==> config.mk <==
export PLATFORM = sky130hd
export DESIGN_NAME = decode_trap_flat
export DESIGN_NICKNAME = d
export VERILOG_FILES = /design/src/rtl/decode_trap_if.sv /design/src/rtl/decode_trap.sv /design/src/flat_wrapper.sv
export SDC_FILE = /design/constraint.sdc
export NUM_CORES = 1
export LEC_CHECK = 0
export CAP_MARGIN = 10
export CORE_MARGIN = 2
export CORE_UTILIZATION = 40
export DETAILED_ROUTE_END_ITERATION = 10
export PLACE_DENSITY = 0.68
export SLEW_MARGIN = 10
export SYNTH_ARGS = -nofsm -noshare
export SYNTH_HDL_FRONTEND = slang
export SYNTH_SLANG_ARGS = --single-unit
==> constraint.sdc <==
create_clock -name i_CLK -period 3.8 [get_ports i_CLK]
set_input_delay 0.57 -clock i_CLK [delete_from_list [all_inputs] [get_ports i_CLK]]
set_output_delay 0.57 -clock i_CLK [all_outputs]
set_load 0.01 [all_outputs]
==> src/rtl/decode_trap_if.sv <==
// Decode-stage bus: fetch-side instruction/IRQ/CSR inputs, regfile read
// ports and the decoded bundle toward execute.
interface decode_trap_if #(
  parameter int NUM_IRQ = 4
);
  logic               i_EN;
  logic               i_INSTRUCTION_VALID;
  logic [31:0]        i_INSTRUCTION;
  logic [NUM_IRQ-1:0] i_IRQ;
  logic [NUM_IRQ-1:0] i_IRQ_MASK;
  logic [31:0]        i_MTVEC;
  logic [31:0]        i_MEPC;
  logic [4:0]         o_RS1_PTR;
  logic [4:0]         o_RS2_PTR;
  logic [31:0]        i_RS1;
  logic [31:0]        i_RS2;
  logic [31:0]        o_PC;
  logic [7:0]         o_CORE_STATE;
  logic               o_STALL;
  logic               o_TRAP;
  logic [31:0]        o_TRAP_CAUSE;
  logic [31:0]        o_TRAP_EPC;
  logic               o_VALID;
  logic [7:0]         o_CTRL;
  logic               o_LUI;
  logic               o_AUIPC;
  logic [2:0]         o_FUNCT3;
  logic [6:0]         o_FUNCT7;
  logic [4:0]         o_RD_PTR;
  logic [31:0]        o_RS1;
  logic [31:0]        o_RS2;
  logic [31:0]        o_IMM_VAL;
  logic [31:0]        o_PC_PIPELINE;
  logic [31:0]        o_INSTRUCTION;

  // environment side (fetch, regfile, CSR unit, execute)
  modport master (
    output i_EN, i_INSTRUCTION_VALID, i_INSTRUCTION, i_IRQ, i_IRQ_MASK,
           i_MTVEC, i_MEPC, i_RS1, i_RS2,
    input  o_RS1_PTR, o_RS2_PTR, o_PC, o_CORE_STATE, o_STALL, o_TRAP,
           o_TRAP_CAUSE, o_TRAP_EPC, o_VALID, o_CTRL, o_LUI, o_AUIPC,
           o_FUNCT3, o_FUNCT7, o_RD_PTR, o_RS1, o_RS2, o_IMM_VAL,
           o_PC_PIPELINE, o_INSTRUCTION
  );

  // decode stage side
  modport slave (
    input  i_EN, i_INSTRUCTION_VALID, i_INSTRUCTION, i_IRQ, i_IRQ_MASK,
           i_MTVEC, i_MEPC, i_RS1, i_RS2,
    output o_RS1_PTR, o_RS2_PTR, o_PC, o_CORE_STATE, o_STALL, o_TRAP,
           o_TRAP_CAUSE, o_TRAP_EPC, o_VALID, o_CTRL, o_LUI, o_AUIPC,
           o_FUNCT3, o_FUNCT7, o_RD_PTR, o_RS1, o_RS2, o_IMM_VAL,
           o_PC_PIPELINE, o_INSTRUCTION
  );
endinterface

==> src/rtl/decode_trap.sv <==
// RV32 decode stage with PC/privilege ownership, maskable prioritized
// interrupts, vectored trap entry, illegal/ECALL exceptions, RV32E register
// range checks and a one-cycle load-use bubble.
module decode_trap #(
  parameter logic [31:0] RESET_VECTOR = 32'h80000000,
  parameter int          NUM_IRQ      = 4,
  parameter int          RF_DEPTH     = 32,
  parameter bit          VECTORED     = 1'b1
) (
  input logic         i_CLK,
  input logic         i_RSTn,
  decode_trap_if.slave bus
);

  localparam logic [6:0] OPC_LUI    = 7'b0110111;
  localparam logic [6:0] OPC_AUIPC  = 7'b0010111;
  localparam logic [6:0] OPC_JAL    = 7'b1101111;
  localparam logic [6:0] OPC_JALR   = 7'b1100111;
  localparam logic [6:0] OPC_BRANCH = 7'b1100011;
  localparam logic [6:0] OPC_LOAD   = 7'b0000011;
  localparam logic [6:0] OPC_STORE  = 7'b0100011;
  localparam logic [6:0] OPC_IMM    = 7'b0010011;
  localparam logic [6:0] OPC_OP     = 7'b0110011;
  localparam logic [6:0] OPC_FENCE  = 7'b0001111;
  localparam logic [6:0] OPC_SYSTEM = 7'b1110011;

  localparam logic [31:0] INSTR_ECALL = 32'h00000073;
  localparam logic [31:0] INSTR_MRET  = 32'h30200073;
  localparam logic [31:0] INSTR_WFI   = 32'h10500073;
  localparam logic [31:0] INSTR_NOP   = 32'h00000013;

  // o_CTRL bit map
  localparam logic [7:0] C_ALU_BR = 8'h01;  // ALU_OP 01: branch compare
  localparam logic [7:0] C_ALU_OP = 8'h02;  // ALU_OP 10: funct3/funct7 ALU
  localparam logic [7:0] C_REG_WE = 8'h04;
  localparam logic [7:0] C_MEM_WE = 8'h08;
  localparam logic [7:0] C_MEM_RE = 8'h10;
  localparam logic [7:0] C_IMM    = 8'h20;
  localparam logic [7:0] C_JAL    = 8'h40;
  localparam logic [7:0] C_CSR    = 8'h80;

  localparam logic [5:0] RF_LIMIT = 6'(RF_DEPTH);

  typedef enum logic [7:0] {
    ST_USER    = 8'h01,
    ST_MACHINE = 8'h02,
    ST_HALT    = 8'h04
  } state_t;

  typedef struct packed {
    logic [31:0] cause;
    logic [31:0] epc;
  } trap_t;

  state_t      r_state, w_state_nxt;
  logic [31:0] r_pc, w_pc_nxt;

  logic        r_valid, r_trap, r_lui, r_auipc;
  logic [7:0]  r_ctrl;
  logic [2:0]  r_f3;
  logic [6:0]  r_f7;
  logic [4:0]  r_rd;
  logic [31:0] r_rs1, r_rs2, r_imm, r_pc_pipe, r_instr;
  trap_t       r_trap_info, w_trap_info;

  // instruction fields
  logic [31:0] w_ins;
  logic [6:0]  w_opc, w_f7;
  logic [2:0]  w_f3;
  logic [4:0]  w_rd, w_rs1f, w_rs2f;
  assign w_ins  = bus.i_INSTRUCTION;
  assign w_opc  = w_ins[6:0];
  assign w_rd   = w_ins[11:7];
  assign w_f3   = w_ins[14:12];
  assign w_rs1f = w_ins[19:15];
  assign w_rs2f = w_ins[24:20];
  assign w_f7   = w_ins[31:25];

  logic [31:0] w_imm_i, w_imm_s, w_imm_b, w_imm_u, w_imm_j;
  assign w_imm_i = {{20{w_ins[31]}}, w_ins[31:20]};
  assign w_imm_s = {{20{w_ins[31]}}, w_ins[31:25], w_ins[11:7]};
  assign w_imm_b = {{19{w_ins[31]}}, w_ins[31], w_ins[7], w_ins[30:25], w_ins[11:8], 1'b0};
  assign w_imm_u = {w_ins[31:12], 12'b0};
  assign w_imm_j = {{11{w_ins[31]}}, w_ins[31], w_ins[19:12], w_ins[20], w_ins[30:21], 1'b0};

  function automatic logic f_rf_bad(input logic [4:0] idx);
    return {1'b0, idx} >= RF_LIMIT;
  endfunction

  // decode controls, immediate and per-format register usage
  logic [7:0]  w_ctrl;
  logic [31:0] w_imm;
  logic        w_lui, w_auipc, w_known, w_br_bad;
  logic        w_use_rd, w_use_rs1, w_use_rs2;
  logic        w_is_ecall, w_is_mret, w_is_wfi, w_jal, w_jalr, w_branch;
  always_comb begin
    w_ctrl     = '0;
    w_imm      = w_imm_i;
    w_lui      = 1'b0;
    w_auipc    = 1'b0;
    w_known    = 1'b1;
    w_br_bad   = 1'b0;
    w_use_rd   = 1'b0;
    w_use_rs1  = 1'b0;
    w_use_rs2  = 1'b0;
    w_is_ecall = 1'b0;
    w_is_mret  = 1'b0;
    w_is_wfi   = 1'b0;
    w_jal      = 1'b0;
    w_jalr     = 1'b0;
    w_branch   = 1'b0;
    case (w_opc)
      OPC_LUI:   begin w_ctrl = C_IMM | C_REG_WE; w_lui = 1'b1; w_imm = w_imm_u; w_use_rd = 1'b1; end
      OPC_AUIPC: begin w_ctrl = C_IMM | C_REG_WE; w_auipc = 1'b1; w_imm = w_imm_u; w_use_rd = 1'b1; end
      OPC_JAL:   begin w_ctrl = C_JAL | C_IMM | C_REG_WE; w_imm = 32'd4; w_use_rd = 1'b1; w_jal = 1'b1; end
      OPC_JALR: begin
        w_ctrl = C_JAL | C_IMM | C_REG_WE; w_imm = 32'd4;
        w_use_rd = 1'b1; w_use_rs1 = 1'b1; w_jalr = 1'b1;
      end
      OPC_BRANCH: begin
        w_ctrl = C_ALU_BR; w_use_rs1 = 1'b1; w_use_rs2 = 1'b1; w_branch = 1'b1;
        w_br_bad = (w_f3 == 3'd2) || (w_f3 == 3'd3);
      end
      OPC_LOAD:  begin w_ctrl = C_MEM_RE | C_REG_WE | C_IMM; w_use_rd = 1'b1; w_use_rs1 = 1'b1; end
      OPC_STORE: begin w_ctrl = C_MEM_WE | C_IMM; w_imm = w_imm_s; w_use_rs1 = 1'b1; w_use_rs2 = 1'b1; end
      OPC_IMM: begin
        w_ctrl = C_ALU_OP | C_REG_WE | C_IMM; w_use_rd = 1'b1; w_use_rs1 = 1'b1;
        if (w_f3 == 3'd1 || w_f3 == 3'd5) w_imm = {27'b0, w_rs2f};
      end
      OPC_OP: begin
        w_ctrl = C_ALU_OP | C_REG_WE; w_use_rd = 1'b1; w_use_rs1 = 1'b1; w_use_rs2 = 1'b1;
      end
      OPC_FENCE: ;
      OPC_SYSTEM: begin
        if (w_f3 != 3'd0) begin
          // CSR access: rs1 field is a uimm for the immediate forms
          w_ctrl = C_CSR | C_REG_WE; w_imm = {20'b0, w_ins[31:20]};
          w_use_rd = 1'b1; w_use_rs1 = ~w_f3[2];
        end else begin
          w_is_ecall = (w_ins == INSTR_ECALL);
          w_is_mret  = (w_ins == INSTR_MRET);
          w_is_wfi   = (w_ins == INSTR_WFI);
        end
      end
      default: w_known = 1'b0;
    endcase
  end

  logic w_illegal;
  assign w_illegal = ~w_known | w_br_bad | (w_is_mret & (r_state != ST_MACHINE)) |
                     (w_use_rd & f_rf_bad(w_rd)) | (w_use_rs1 & f_rf_bad(w_rs1f)) |
                     (w_use_rs2 & f_rf_bad(w_rs2f));

  // branch condition on combinational regfile data
  logic w_br_taken;
  always_comb begin
    w_br_taken = 1'b0;
    case (w_f3)
      3'd0: w_br_taken = (bus.i_RS1 == bus.i_RS2);
      3'd1: w_br_taken = (bus.i_RS1 != bus.i_RS2);
      3'd4: w_br_taken = ($signed(bus.i_RS1) <  $signed(bus.i_RS2));
      3'd5: w_br_taken = ($signed(bus.i_RS1) >= $signed(bus.i_RS2));
      3'd6: w_br_taken = (bus.i_RS1 <  bus.i_RS2);
      3'd7: w_br_taken = (bus.i_RS1 >= bus.i_RS2);
      default: w_br_taken = 1'b0;
    endcase
  end

  // interrupt priority: lowest active index wins
  logic [NUM_IRQ-1:0] w_irq_act;
  logic [4:0]         w_irq_id;
  assign w_irq_act = bus.i_IRQ & bus.i_IRQ_MASK;
  always_comb begin
    w_irq_id = '0;
    for (int i = NUM_IRQ - 1; i >= 0; i--)
      if (w_irq_act[i]) w_irq_id = 5'(i);
  end

  logic [31:0] w_tvec_base, w_irq_tgt;
  assign w_tvec_base = {bus.i_MTVEC[31:2], 2'b00};
  assign w_irq_tgt   = (VECTORED && bus.i_MTVEC[1:0] == 2'b01) ?
                       w_tvec_base + {25'b0, w_irq_id, 2'b00} : w_tvec_base;

  // load-use: previous bundle is a load whose rd feeds this instruction
  logic w_hz, w_stall, w_irq_pend, w_irq_take, w_exec, w_trap, w_issue;
  assign w_hz       = r_valid & r_ctrl[4] & (r_rd != 5'd0) & ((r_rd == w_rs1f) | (r_rd == w_rs2f));
  assign w_stall    = w_hz & bus.i_INSTRUCTION_VALID;
  assign w_irq_pend = (|w_irq_act) & (r_state != ST_MACHINE);
  assign w_irq_take = w_irq_pend & (bus.i_INSTRUCTION_VALID | (r_state == ST_HALT)) & ~w_stall;
  assign w_exec     = bus.i_INSTRUCTION_VALID & ~w_stall & (r_state != ST_HALT) & ~w_irq_take;

  // next PC / privilege state, trap selection
  always_comb begin
    w_pc_nxt    = r_pc;
    w_state_nxt = r_state;
    w_trap      = 1'b0;
    w_issue     = 1'b0;
    w_trap_info = '0;
    if (w_irq_take) begin
      w_trap      = 1'b1;
      w_pc_nxt    = w_irq_tgt;
      w_state_nxt = ST_MACHINE;
      w_trap_info = '{cause: {1'b1, 26'b0, w_irq_id}, epc: r_pc};
    end else if (w_exec && (w_illegal || w_is_ecall)) begin
      w_trap      = 1'b1;
      w_pc_nxt    = w_tvec_base;
      w_state_nxt = ST_MACHINE;
      w_trap_info = '{cause: (w_illegal ? 32'd2 : 32'd11), epc: r_pc};
    end else if (w_exec) begin
      w_issue = 1'b1;
      if (w_is_mret)                   w_pc_nxt = bus.i_MEPC;
      else if (w_jal)                  w_pc_nxt = r_pc + w_imm_j;
      else if (w_jalr)                 w_pc_nxt = (bus.i_RS1 + w_imm_i) & ~32'd1;
      else if (w_branch && w_br_taken) w_pc_nxt = r_pc + w_imm_b;
      else                             w_pc_nxt = r_pc + 32'd4;
      if (w_is_mret)                              w_state_nxt = ST_USER;
      else if (w_is_wfi && r_state == ST_USER)    w_state_nxt = ST_HALT;
    end
  end

  // PC and privilege state register
  always_ff @(posedge i_CLK or negedge i_RSTn) begin
    if (!i_RSTn) begin
      r_pc    <= RESET_VECTOR;
      r_state <= ST_USER;
    end else if (bus.i_EN) begin
      r_pc    <= w_pc_nxt;
      r_state <= w_state_nxt;
    end
  end

  // decoded bundle toward execute and trap report toward the CSR unit
  always_ff @(posedge i_CLK or negedge i_RSTn) begin
    if (!i_RSTn) begin
      r_valid     <= 1'b0;
      r_trap      <= 1'b0;
      r_trap_info <= '0;
      r_ctrl      <= '0;
      r_lui       <= 1'b0;
      r_auipc     <= 1'b0;
      r_f3        <= '0;
      r_f7        <= '0;
      r_rd        <= '0;
      r_rs1       <= '0;
      r_rs2       <= '0;
      r_imm       <= '0;
      r_pc_pipe   <= '0;
      r_instr     <= INSTR_NOP;
    end else if (bus.i_EN) begin
      r_trap  <= w_trap;
      r_valid <= w_issue;
      r_ctrl  <= w_issue ? w_ctrl : 8'h00;
      r_lui   <= w_issue & w_lui;
      r_auipc <= w_issue & w_auipc;
      if (w_trap) r_trap_info <= w_trap_info;
      if (w_issue) begin
        r_f3      <= w_f3;
        r_f7      <= w_f7;
        r_rd      <= w_rd;
        r_rs1     <= bus.i_RS1;
        r_rs2     <= bus.i_RS2;
        r_imm     <= w_imm;
        r_pc_pipe <= r_pc;
        r_instr   <= w_ins;
      end
    end
  end

  assign bus.o_RS1_PTR     = w_rs1f;
  assign bus.o_RS2_PTR     = w_rs2f;
  assign bus.o_PC          = r_pc;
  assign bus.o_CORE_STATE  = r_state;
  assign bus.o_STALL       = w_stall;
  assign bus.o_TRAP        = r_trap;
  assign bus.o_TRAP_CAUSE  = r_trap_info.cause;
  assign bus.o_TRAP_EPC    = r_trap_info.epc;
  assign bus.o_VALID       = r_valid;
  assign bus.o_CTRL        = r_ctrl;
  assign bus.o_LUI         = r_lui;
  assign bus.o_AUIPC       = r_auipc;
  assign bus.o_FUNCT3      = r_f3;
  assign bus.o_FUNCT7      = r_f7;
  assign bus.o_RD_PTR      = r_rd;
  assign bus.o_RS1         = r_rs1;
  assign bus.o_RS2         = r_rs2;
  assign bus.o_IMM_VAL     = r_imm;
  assign bus.o_PC_PIPELINE = r_pc_pipe;
  assign bus.o_INSTRUCTION = r_instr;

endmodule

==> src/flat_wrapper.sv <==
// flat-port wrapper written by rule: the top's interface ports become plain ports
module decode_trap_flat 
#(
  parameter logic [31:0] RESET_VECTOR = 32'h80000000,
  parameter int          NUM_IRQ      = 4,
  parameter int          RF_DEPTH     = 32,
  parameter bit          VECTORED     = 1'b1
)
  (i_CLK, i_RSTn, bus_i_EN, bus_i_INSTRUCTION_VALID, bus_i_INSTRUCTION, bus_i_IRQ, bus_i_IRQ_MASK, bus_i_MTVEC, bus_i_MEPC, bus_i_RS1, bus_i_RS2, bus_o_RS1_PTR, bus_o_RS2_PTR, bus_o_PC, bus_o_CORE_STATE, bus_o_STALL, bus_o_TRAP, bus_o_TRAP_CAUSE, bus_o_TRAP_EPC, bus_o_VALID, bus_o_CTRL, bus_o_LUI, bus_o_AUIPC, bus_o_FUNCT3, bus_o_FUNCT7, bus_o_RD_PTR, bus_o_RS1, bus_o_RS2, bus_o_IMM_VAL, bus_o_PC_PIPELINE, bus_o_INSTRUCTION);
  decode_trap_if #(.NUM_IRQ(NUM_IRQ)) bus_i ();
  input logic i_CLK;
  input logic i_RSTn;
  input wire logic [$bits(bus_i.i_EN)-1:0] bus_i_EN;
  input wire logic [$bits(bus_i.i_INSTRUCTION_VALID)-1:0] bus_i_INSTRUCTION_VALID;
  input wire logic [$bits(bus_i.i_INSTRUCTION)-1:0] bus_i_INSTRUCTION;
  input wire logic [$bits(bus_i.i_IRQ)-1:0] bus_i_IRQ;
  input wire logic [$bits(bus_i.i_IRQ_MASK)-1:0] bus_i_IRQ_MASK;
  input wire logic [$bits(bus_i.i_MTVEC)-1:0] bus_i_MTVEC;
  input wire logic [$bits(bus_i.i_MEPC)-1:0] bus_i_MEPC;
  input wire logic [$bits(bus_i.i_RS1)-1:0] bus_i_RS1;
  input wire logic [$bits(bus_i.i_RS2)-1:0] bus_i_RS2;
  output wire logic [$bits(bus_i.o_RS1_PTR)-1:0] bus_o_RS1_PTR;
  output wire logic [$bits(bus_i.o_RS2_PTR)-1:0] bus_o_RS2_PTR;
  output wire logic [$bits(bus_i.o_PC)-1:0] bus_o_PC;
  output wire logic [$bits(bus_i.o_CORE_STATE)-1:0] bus_o_CORE_STATE;
  output wire logic [$bits(bus_i.o_STALL)-1:0] bus_o_STALL;
  output wire logic [$bits(bus_i.o_TRAP)-1:0] bus_o_TRAP;
  output wire logic [$bits(bus_i.o_TRAP_CAUSE)-1:0] bus_o_TRAP_CAUSE;
  output wire logic [$bits(bus_i.o_TRAP_EPC)-1:0] bus_o_TRAP_EPC;
  output wire logic [$bits(bus_i.o_VALID)-1:0] bus_o_VALID;
  output wire logic [$bits(bus_i.o_CTRL)-1:0] bus_o_CTRL;
  output wire logic [$bits(bus_i.o_LUI)-1:0] bus_o_LUI;
  output wire logic [$bits(bus_i.o_AUIPC)-1:0] bus_o_AUIPC;
  output wire logic [$bits(bus_i.o_FUNCT3)-1:0] bus_o_FUNCT3;
  output wire logic [$bits(bus_i.o_FUNCT7)-1:0] bus_o_FUNCT7;
  output wire logic [$bits(bus_i.o_RD_PTR)-1:0] bus_o_RD_PTR;
  output wire logic [$bits(bus_i.o_RS1)-1:0] bus_o_RS1;
  output wire logic [$bits(bus_i.o_RS2)-1:0] bus_o_RS2;
  output wire logic [$bits(bus_i.o_IMM_VAL)-1:0] bus_o_IMM_VAL;
  output wire logic [$bits(bus_i.o_PC_PIPELINE)-1:0] bus_o_PC_PIPELINE;
  output wire logic [$bits(bus_i.o_INSTRUCTION)-1:0] bus_o_INSTRUCTION;
  assign bus_i.i_EN = bus_i_EN;
  assign bus_i.i_INSTRUCTION_VALID = bus_i_INSTRUCTION_VALID;
  assign bus_i.i_INSTRUCTION = bus_i_INSTRUCTION;
  assign bus_i.i_IRQ = bus_i_IRQ;
  assign bus_i.i_IRQ_MASK = bus_i_IRQ_MASK;
  assign bus_i.i_MTVEC = bus_i_MTVEC;
  assign bus_i.i_MEPC = bus_i_MEPC;
  assign bus_i.i_RS1 = bus_i_RS1;
  assign bus_i.i_RS2 = bus_i_RS2;
  assign bus_o_RS1_PTR = bus_i.o_RS1_PTR;
  assign bus_o_RS2_PTR = bus_i.o_RS2_PTR;
  assign bus_o_PC = bus_i.o_PC;
  assign bus_o_CORE_STATE = bus_i.o_CORE_STATE;
  assign bus_o_STALL = bus_i.o_STALL;
  assign bus_o_TRAP = bus_i.o_TRAP;
  assign bus_o_TRAP_CAUSE = bus_i.o_TRAP_CAUSE;
  assign bus_o_TRAP_EPC = bus_i.o_TRAP_EPC;
  assign bus_o_VALID = bus_i.o_VALID;
  assign bus_o_CTRL = bus_i.o_CTRL;
  assign bus_o_LUI = bus_i.o_LUI;
  assign bus_o_AUIPC = bus_i.o_AUIPC;
  assign bus_o_FUNCT3 = bus_i.o_FUNCT3;
  assign bus_o_FUNCT7 = bus_i.o_FUNCT7;
  assign bus_o_RD_PTR = bus_i.o_RD_PTR;
  assign bus_o_RS1 = bus_i.o_RS1;
  assign bus_o_RS2 = bus_i.o_RS2;
  assign bus_o_IMM_VAL = bus_i.o_IMM_VAL;
  assign bus_o_PC_PIPELINE = bus_i.o_PC_PIPELINE;
  assign bus_o_INSTRUCTION = bus_i.o_INSTRUCTION;
  decode_trap #(.RESET_VECTOR(RESET_VECTOR), .NUM_IRQ(NUM_IRQ), .RF_DEPTH(RF_DEPTH), .VECTORED(VECTORED)) u_core (.i_CLK(i_CLK), .i_RSTn(i_RSTn), .bus(bus_i));
endmodule
==> results.md <==
* Setup Skew at 0.01654 ns
* Most frequent cells in the layout: nand2_1 (445), clkdlybuf4s50_1 (438), buf_4 (393)
* Yosys warning count at 0
* Worst slew pin tran at around 1.2 ns
* Max IR drop VDD at 519.8 uV
* Initial antenna violation count at 1
* Grt ovf at 0
* Pwr Total at 13.99 mW
* Via density at between 5 and 6
* Failing checks: negative hold slack
* Number of global-route vias before repair at roughly 19000
* R2R Path Start: u_core.bus.o_PC[15]
* Register area share after synthesis at around 35%
* H-tree lvl count at 1
* Maxcap violations at 0
* Mean area per synthesized cell at 8.107 um2
* Rel. slew slack at 18.49%
* Outcome: complete, but fails checks
* Commonest register cell after synthesis: dfrtp_1
* Final hold violations at 25
* Row cnt at 76
* Root Buffer: clkbuf_16
* Vias at 19660
* Crit path from: bus_i_INSTRUCTION[27]
* Crit path max fanout at 8
* First drt pass iteration count at 6
* Drt drc at 0
* Clk buf depth at 3
* CP Capture Type: flip-flop
* Nets at between 3000 and 4000
* Die X at 213.5 um
* Period utilisation layout at 97.25%
* Routability congestion estimate at 1.000
* Synthesized flop and latch total at 243
* Finished Layout Cells at 3517
* DR WL/cell at roughly 22 um
* DIE AREA at 45590 um2
* Multi-input combinational cell area at 10630 um2
* Area grow syn2layout at 49.67%
* Setup CP Type: input pin to flip-flop
* Util after Layout at 60.87%
* Hold slack at -0.01121 ns
* Unrepaired setup endpoints after global routing: yes
* Netlist cell types at a little over 80
* Die H at ~210 um
* Num Clock Sinks at 243
* Worst Path Required at 4.29 ns
* Mapped cell area at roughly 18000 um2
* EDFF count, synth at 0
* Core area at 43170 um2
* Syn Inst Count at around 2200
* Clock-pin slew on the worst setup and hold paths at about 0.06 ns
* Storage cell area at 6088 um2
* Ys async rst share at 100.0%
* Final setup TNS at 0 ns
* Port Buffers at 440
* Initial DRC Count at 1846
* Starting Density at 40.67%
* Power per cell area at 532.3 nW/um2
* Maximum clock rate at 270.6 MHz
* CP arrival at ~4.2 ns
* Most common cell after layout, fill and taps aside: nand2_1
* Fillers at 3902
* ANT nets after route at 0
* Lkg Pwr at roughly 12 nW
* Hpwl dp at 63010 um
* Worst setup SP type: input pin
* Final Max Slew Viols at 0
* Final setup violation count at 0
* Skew-Pair Late Insertion Delay at 0.59 ns
* Drt total wl at 78730 um
* Largest net degree at the start of global routing at 90
* Tmin final at 3.696 ns
* Gr usage total at 33.54%
* IO Count at 474
* CTS tree: yes
* CTS Buf Count at 28
* HP Class: input pin to async pin
* Share of cells above drive strength 1 at 18.65%
* First-pass GRT wire length at ~120000 um
* Placed Cells at about 3500
[flip-flops by register name, indices dropped and copies added (netlist names), 7 cells and up]
register and count:
u_core.bus.o_FUNCT7 7, u_core.bus.o_PC 32, u_core.bus.o_RS2 32, u_core.bus.o_CTRL 8, u_core.bus.o_IMM_VAL 32, u_core.bus.o_PC_PIPELINE 32, u_core.bus.o_TRAP_EPC 32, u_core.bus.o_INSTRUCTION 19
u_core.bus.o_RS1 32
[timing repair]
| item | 4_1_cts | 5_1_grt |
|---|---|---|
| setup endpoints to repair | 0 | 31 |
| setup buffers | 0 | 2 |
| gates resized for setup | 0 | 27 |
| hold buffers | 0 | 0 |
[routing by layer]
metal / GRT usage, % / wire, um / part of all wire [%]
met5: 0 / 0 / 0
met4: 15.83 / 3994 / 5.1
met3: 5.038 / 5717 / 7.3
met2: 54.72 / 36440 / 46
met1: 43.81 / 32580 / 41
[where the power goes]
group	internal [mW]	leakage, nW	switching, mW
Sequential	3.42	3.05	0.603
Combinational	3.65	8.68	3.56
Clock	1.54	0.451	1.21
Total	8.62	12.2	5.37
[cells by family after synthesis]
logic type / after synthesis / share of synthesized area, %
AO/OA/AOI/OAI: 565 / 20.06
XOR/XNOR: 139 / 6.933
adder cells (fa/ha/maj): 112 / 8.152
buffers and inverters: 240 / 6.506
flip-flops: 243 / 34.67
multiplexers: 43 / 2.686
other: 1 / 0.02136
AND/OR/NAND/NOR: 823 / 20.98
[area by class of cell]
class                      instances  share of cell area, %
tap                              585                  2.785
antenna                            4                0.03809
timing repair buffer             847                  29.07
sequential                       243                  23.17
multi-input combinational       1715                  40.43
clock inverter                    19                 0.6808
clock buffer                      33                  2.814
inverter                          71                  1.014
[cell usage after synthesis (9+ instances only)]
cell      count  share of area, %
inv_1        71               1.5
a211oi_1     31               1.3
or3_1         9              0.32
xor2_1       54               2.7
buf_2        13              0.37
nor4_1       10              0.36
nor3_1       37               1.1
nand2_1     446               9.5
nand3_1      77               2.2
a31oi_1      14              0.50
and3_1       35               1.2
buf_4        58               2.5
o21a_1       11              0.47
o21ai_0     130               3.7
o22ai_1       9              0.32
nor2_1      109               2.3
nor2b_1      13              0.46
o211ai_1     23              0.98
clkbuf_1     93               2.0
nand2b_1     15              0.53
mux2_2       33               2.1
nand4_1      33               1.2
xnor2_1      85               4.2
a21oi_1     197               5.6
ha_1        108               7.7
mux2i_1      10              0.57
a21o_1       38               1.6
dfrtp_1     238                34
o21bai_1     13              0.56
[stage by stage]
step	setup WS [ns]	cell area, um2	hold WS (ns)
after global placement	-0.6013	25180	0.4491
final	0.1045	26280	-0.01121
after CTS	0.01143	26100	0.007006
after global routing	-0.1202	26270	0.04355
after detailed placement	-0.5623	25180	0.4528
after floorplan	0.03939	17680	0.2744
[worst max-delay path: stages]
cell             delay [ns]
clkdlybuf4s50_1        0.52
buf_4                  0.23
nor4_1                 0.36
buf_4                  0.17
nand4_1                0.12
or3_1                  0.42
nor4_2                 0.28
buf_4                  0.19
nor2_1                 0.06
nor2b_2                0.27
buf_4                  0.23
a211oi_1               0.08
nor3_2                 0.31
a311oi_2               0.13
o21ai_0                0.22
[path summary, 6_finish.rpt]
kind	end	slack, ns	cells past startpoint
setup / recovery	u_core.bus.o_PC[30]	0.10	15
hold / removal	u_core.bus.o_RS1[9]	-0.01	1
setup reg to reg	u_core.bus.o_PC[30]	0.17	13
hold reg to reg	u_core.bus.o_IMM_VAL[10]	0.47	2
max in group asynchronous	u_core.bus.o_PC[31]	2.90	2
min in group i_CLK	u_core.bus.o_IMM_VAL[10]	0.47	2
Note: power is estimated with default switching activity, not from simulation.
